`config.mk`:
```
export PLATFORM = sky130hd
export DESIGN_NAME = universal_register_flat
export DESIGN_NICKNAME = d
export VERILOG_FILES = /design/src/rtl/universal_register_if.sv /design/src/rtl/universal_register.sv /design/src/flat_wrapper.sv
export SDC_FILE = /design/constraint.sdc
export NUM_CORES = 1
export LEC_CHECK = 0
export ABC_CLOCK_PERIOD_IN_PS = 2200
export BUFFER_PORTS_ARGS = -buffer_cell sky130_fd_sc_hd__buf_2
export CAP_MARGIN = 20
export CORE_ASPECT_RATIO = 1.2
export CORE_MARGIN = 1
export CORE_UTILIZATION = 52
export DETAILED_ROUTE_END_ITERATION = 7
export PLACE_DENSITY = 0.8
export SLEW_MARGIN = 20
export SYNTH_ARGS = -nofsm -noshare
export SYNTH_HDL_FRONTEND = slang
export SYNTH_SLANG_ARGS = --single-unit
```
`constraint.sdc`:
```
create_clock -name clk -period 2.2 [get_ports clk]
set_clock_uncertainty 0.2 [all_clocks]
set_input_delay 0.44 -clock clk [delete_from_list [all_inputs] [get_ports clk]]
set_output_delay 0.44 -clock clk [all_outputs]
set_load 0.02 [all_outputs]
```
`src/rtl/universal_register_if.sv`:
```
// universal_register_if: control, data and status bundle for universal_register
//   master drives en, sclr, mode, d, sin_l, sin_r and observes q, flag, sout_l, sout_r, zero;
//   slave is the register side.
interface universal_register_if #(
  parameter int WIDTH = 7
);
  logic             en;
  logic             sclr;
  logic [2:0]       mode;
  logic [WIDTH-1:0] d;
  logic             sin_l;
  logic             sin_r;
  logic [WIDTH-1:0] q;
  logic             flag;
  logic             sout_l;
  logic             sout_r;
  logic             zero;
  modport master (
    output en, sclr, mode, d, sin_l, sin_r,
    input  q, flag, sout_l, sout_r, zero
  );
  modport slave (
    input  en, sclr, mode, d, sin_l, sin_r,
    output q, flag, sout_l, sout_r, zero
  );
endinterface

```
`src/rtl/universal_register.sv`:
```
// universal_register: parametrised hold/load/shift/rotate/count register with serial I/O and carry flag
//   clk, reset (async, active-high); bus.slave carries en, sclr, mode, d, sin_l, sin_r in
//   and q, flag (registered), sout_l, sout_r, zero (combinational from q) out.
module universal_register #(
  parameter int               WIDTH       = 7,
  parameter logic [WIDTH-1:0] RESET_VALUE = '0
) (
  input logic            clk,
  input logic            reset,
  universal_register_if.slave bus
);
  logic [WIDTH-1:0] q_n;
  logic             f_n;
  logic [WIDTH:0]   inc;
  logic [WIDTH:0]   dec;
  // one extra bit holds the wrap carry / borrow
  assign inc = {1'b0, bus.q} + (WIDTH+1)'(1);
  assign dec = {1'b0, bus.q} - (WIDTH+1)'(1);
  always_comb begin
    q_n = bus.q;
    f_n = bus.flag;
    case (bus.mode)
      3'b001: begin q_n = bus.d; f_n = 1'b0; end
      3'b010: begin q_n = {bus.q[WIDTH-2:0], bus.sin_l}; f_n = bus.q[WIDTH-1]; end
      3'b011: begin q_n = {bus.sin_r, bus.q[WIDTH-1:1]}; f_n = bus.q[0]; end
      3'b100: begin q_n = {bus.q[WIDTH-2:0], bus.q[WIDTH-1]}; f_n = bus.q[WIDTH-1]; end
      3'b101: begin q_n = {bus.q[0], bus.q[WIDTH-1:1]}; f_n = bus.q[0]; end
      3'b110: {f_n, q_n} = inc;
      3'b111: {f_n, q_n} = dec;
      default: ;
    endcase
  end
  always_ff @(posedge clk or posedge reset) begin
    if (reset) begin
      bus.q    <= RESET_VALUE;
      bus.flag <= 1'b0;
    end else if (bus.sclr) begin
      bus.q    <= RESET_VALUE;
      bus.flag <= 1'b0;
    end else if (bus.en) begin
      bus.q    <= q_n;
      bus.flag <= f_n;
    end
  end
  assign bus.sout_l = bus.q[WIDTH-1];
  assign bus.sout_r = bus.q[0];
  assign bus.zero   = bus.q == '0;
endmodule

```
`src/flat_wrapper.sv`:
```
// flat-port wrapper written by rule: the top's interface ports become plain ports
module universal_register_flat 
#(
  parameter int               WIDTH       = 7,
  parameter logic [WIDTH-1:0] RESET_VALUE = '0
)
  (clk, reset, bus_en, bus_sclr, bus_mode, bus_d, bus_sin_l, bus_sin_r, bus_q, bus_flag, bus_sout_l, bus_sout_r, bus_zero);
  universal_register_if #(.WIDTH(WIDTH)) bus_i ();
  input logic clk;
  input logic reset;
  input wire logic [$bits(bus_i.en)-1:0] bus_en;
  input wire logic [$bits(bus_i.sclr)-1:0] bus_sclr;
  input wire logic [$bits(bus_i.mode)-1:0] bus_mode;
  input wire logic [$bits(bus_i.d)-1:0] bus_d;
  input wire logic [$bits(bus_i.sin_l)-1:0] bus_sin_l;
  input wire logic [$bits(bus_i.sin_r)-1:0] bus_sin_r;
  output wire logic [$bits(bus_i.q)-1:0] bus_q;
  output wire logic [$bits(bus_i.flag)-1:0] bus_flag;
  output wire logic [$bits(bus_i.sout_l)-1:0] bus_sout_l;
  output wire logic [$bits(bus_i.sout_r)-1:0] bus_sout_r;
  output wire logic [$bits(bus_i.zero)-1:0] bus_zero;
  assign bus_i.en = bus_en;
  assign bus_i.sclr = bus_sclr;
  assign bus_i.mode = bus_mode;
  assign bus_i.d = bus_d;
  assign bus_i.sin_l = bus_sin_l;
  assign bus_i.sin_r = bus_sin_r;
  assign bus_q = bus_i.q;
  assign bus_flag = bus_i.flag;
  assign bus_sout_l = bus_i.sout_l;
  assign bus_sout_r = bus_i.sout_r;
  assign bus_zero = bus_i.zero;
  universal_register #(.WIDTH(WIDTH), .RESET_VALUE(RESET_VALUE)) u_core (.clk(clk), .reset(reset), .bus(bus_i));
endmodule
```
; ---- Word-level counts from Yosys, hierarchy flattened
; Index checks and enable logic that the tools add are counted.
; W data, S select, Z words.
[word_totals]
ff_bits = 8
in_bits = 16
output_inout_bits = 11
wordCells = 25
[op_classes]
add_sub_neg = 2
n_eq_ne = 7
mux = 6
n_reduce_logical = 8
[ops]
columns = op, n
row1 = $pmux W7 S7, 1
row2 = $mux W7, 2
row3 = $eq A3 B3 Y1 const B, 4
row4 = $add A7 B1 Y8 const B, 1
row5 = $reduce_bool A8 Y1, 1
row6 = $sub A7 B1 Y8 const B, 1
row7 = $logic_not A7 Y1, 1
row8 = $eq A3 B2 Y1 const B, 2
row9 = $reduce_bool A6 Y1, 1
row10 = $pmux W1 S5, 1
row11 = $reduce_and A2 Y1, 2
row12 = $reduce_or A2 Y1, 2
row13 = $eq A3 B1 Y1 const B, 1
row14 = $mux W1, 2
row15 = $reduce_bool A2 Y1, 1

; ---- Depth between registers and ports, before layout
[depth]
word_depth = 5
ltp_mapped = 8
mapped_depth_nobuf = 7

; ---- Worst setup path after synthesis
; OpenSTA, ideal clock, no wires.
[synth_path]
kind = reg2reg
from = register u_core.bus.q[0]
to = register u_core.bus.q[3]
t_arrival_ns = 1.683
required_time_ns = 1.874
setup_slack_ns = 0.190
path_stages_with_launch = 7
n_path_buf = 1
period_less_slack_ns = 2.010
cell_sequence = dfrtp_1 buf_6 or4b_4 o21ai_2 nor3_1 o21a_1 a311o_1
[synth_between]
elab_chain_len = 4
elab_cells_between_ends = 5
[synth_lines]
columns = element, line_no
row1 = from (decl), universal_register_if.sv:24  ; output q, flag, sout_l, sout_r, zero
row2 = from (signal assigned), universal_register.sv:41  ; bus.q <= q_n;
row3 = $sub A7 B1 Y8 / $add A7 B1 Y8 (equally long branches), "universal_register.sv:18, universal_register.sv:17"
row4 = $pmux W7 S7 *, universal_register.sv:22  ; case (bus.mode)
row5 = $mux W7 *, universal_register.sv:40  ; end else if (bus.en) begin
row6 = $mux W7 *, universal_register.sv:37  ; end else if (bus.sclr) begin
; Mark *: on every way between the ends. The rest lies on a longest branch, timed or not. The select of a mux whose other input is x is not followed.
; A chain may end at the register's enable or synchronous reset.

; ---- Worst setup path after layout
[layout_path]
from = register u_core.bus.q[2]
to = output port bus_zero
[layout_between]
elab_chain_len = 1
[layout_lines]
columns = element, line_no
row1 = $logic_not A7 Y1, universal_register.sv:47  ; assign bus.zero = bus.q == '0;
row2 = to (decl), flat_wrapper.sv:21  ; output wire logic [$bits(bus_i.zero)-1:0] bus_zero;
; Every way passes these cells.

==> flow_summary.ini <==
[critical_path]
r2r-end = u_core.bus.q[3]
rr_worst_depth = 4
path_class = reg2out
rrSetupSlack_ps = 210
crit_end = bus_zero
crit_start = u_core.bus.q[2]
crit_arrival_ps = 1480
crit_family = simple AND/OR/NAND/NOR gates
critical-path-max-stage-delay_ps = 520
critPathCaptureType = primary output
crit_chain = nor4_4 -> and3_1 -> buf_2
cp.required_ps = 1560
crit_cells = 3
cpMaxStageDelayCell = dfrtp_1
crit_buf_inv = 1
r2r_start = u_core.bus.q[2]
critPathMaxFanout = 11
start_kind = flip-flop

[run_status]
outcome = completed

[drt]
drt_first_pass_iters = 4
num_vias = 1060
ant_nets = 0
wl_um = 2560
dr.first_iter.drc_count = 38
drc = 0
avgViaCountPerCell = 6.27
wl_per_cell_um = 15.2

[sta]
post-route-period-util_pct = 96.2
worst_pin_slew_ps = 464
slew_violations = 0
tns_ps = 0
rsz0062_at_grt = no
final-hold-violation-count = 0
max_slew_margin_pct = 68.3
fin_crit_ps = 2120
setup_viol = 0
hold_slack_ps = 310
max_freq_ghz = 0.473

[floorplan]
die-area_um2 = 2080
die_x_um = 41.8
core_area_um2 = 1700
rows = 16
start_util_pct = 58.2
chipHeight_um = 49.8
pin_count = 27

[synthesis]
synth_edf_count = 0
synth_seq_cells = 8
synth_area_per_cell_um2 = 7.73
yosysUniqueCellTypes = 48
ys.warnings.count = 0
synth_cells = 128
synthArstFlopShare_pct = 100
syn_area_um2 = 990
ys_seq_area_share_pct = 20.2
synth_ff_type = dfrtp_1
syn-num-nets = 147

[cts]
clk_pin_slew_worst_paths_ps = 50
clock_path_buffers = 2
cts_sinks = 8
cts_tree = yes
cts_setup_buffers = 0
clk_latency_ps = 260
htree_levels = 1
root_buffer = clkbuf_4
numCtsBuffers = 3

[pwr]
p_switching_w = 0.000205
p_seq_share_pct = 34.4
peakVddDrop_mv = 0.198
swShare_pct = 38.9
p_int_w = 0.000322
power_w = 0.000527
power_per_cell_area_nw_per_um2 = 468
leakagePower_nw = 0.527
p_clk_share_pct = 21.7
power_frac_comb_pct = 43.9

[layout]
area_growth_pct = 13.9
antennaDiodeCount = 0
layout.cells.non_filler = 169
nNetsFinal = 172
postLayoutCoreUtil_pct = 66.3
drive_above_1_share_pct = 26.5

[min_path]
hp-class = reg2reg
holdPathStages = 2

[global_routing]
grt_first_pass_wirelength_um = 4460
first_global_vias = 965
overflow = 0
antenna_found_initial = 0
grt_max_degree = 23
grt.total_usage_pct = 27.3

[placement]
place_hpwl_um = 1970
gp_congestion = 0.935
placed_cells = 165
port_buffers = 26

[run]
drv_cap = 0
-- layout make-up --
cell class	count	area, um^2
clock buffer	3	22.5
fill	156	574
inverter	4	15.0
multi-input combinational	103	681
sequential	8	201
tap	18	22.5
timing repair buffer	33	185
-- registers in the layout, summed over array words and instances, names as in the netlist --
| register | flops |
|---|---|
| u_core.bus.flag | 1 |
| u_core.bus.q | 7 |
-- placed cells by master, fill, tap and decap left out, types with 2 or more instances in the layout --
| cell | count |
|---|---|
| a21boi_0 | 2 |
| a21oi_1 | 10 |
| and3_1 | 3 |
| buf_2 | 26 |
| buf_4 | 6 |
| clkbuf_4 | 3 |
| dfrtp_1 | 7 |
| ha_1 | 3 |
| inv_1 | 4 |
| mux2i_1 | 6 |
| nand2_1 | 13 |
| nand2b_1 | 3 |
| nand3_1 | 2 |
| nor2_1 | 8 |
| nor3_1 | 4 |
| nor3b_1 | 2 |
| o21ai_0 | 12 |
| o21bai_1 | 2 |
| or3_1 | 2 |
| or4_1 | 2 |
| xnor2_1 | 3 |
| xor2_1 | 2 |
-- cell families after synthesis --
| group | synth area share [%] |
|---|---|
| AOI/OAI and AO/OA | 26.8 |
| and+or+nand+nor | 26.2 |
| xor gates and xnor gates | 4.43 |
| DFF | 20.2 |
| adders and majority gates | 3.79 |
| buffers and inverters | 12.5 |
| muxes | 6.07 |
-- worst min-delay path: stages (launching register included) --
cell     delay [ps]
dfrtp_1         350
a32oi_1          60
o21ai_0          70
-- Yosys cell counts (3+ instances only) --
cell type	number	area, um^2
a21oi_1	10	50.1
and3_1	3	18.8
buf_4	3	22.5
clkbuf_8	3	41.3
dfrtp_1	8	200
ha_1	3	37.5
inv_1	4	15.0
mux2i_1	6	60.1
nand2_1	13	48.8
nand2b_1	3	18.8
nor2_1	8	30.0
nor3_1	4	20.0
o21ai_0	12	60.1
xnor2_1	3	26.3
-- what timing repair did --
item | 4_1_cts | 5_1_grt
pin swaps | 0 | 0
setup endpoints to repair | 1 | 1
gates resized for setup | 1 | 2
hold buffers | 1 | 0
endpoints found under the hold margin | 8 | 0
-- how the worst min path moves through the flow --
stage	from	to	slack [ps]
3_5_place_dp	reset	u_core.bus.q[1]	210
2_1_floorplan	reset	u_core.bus.flag	60
3_3_place_gp	reset	u_core.bus.q[2]	200
4_1_cts	u_core.bus.flag	u_core.bus.flag	310
6_report	u_core.bus.flag	u_core.bus.flag	310
5_1_grt	u_core.bus.flag	u_core.bus.flag	380
-- through the flow --
step           worst slack (ps)  cell area [um^2]
6_report                   84.6              1130
5_1_grt                    23.4              1130
4_1_cts                    28.1              1120
3_5_place_dp                177              1080
3_3_place_gp                177              1080
2_1_floorplan               190               990
-- power by group through the flow --
stage          combinational (W)  clock (W)  sequential (W)
2_1_floorplan           0.000164          0        0.000185
3_3_place_gp            0.000215          0        0.000180
3_5_place_dp            0.000225          0        0.000181
4_1_cts                 0.000229   0.000118        0.000179
5_1_grt                 0.000253   0.000124        0.000185
6_report                0.000232   0.000114        0.000181
-- metal layers --
metal	global-route usage, %	up-vias	routed length, um
met1	35.3	493	1080
met5	0	-	0
met4	15.1	0	59
met2	44.8	50	1290
li1	-	511	-
met3	1.47	6	128
(Power assumes the default switching activity.)
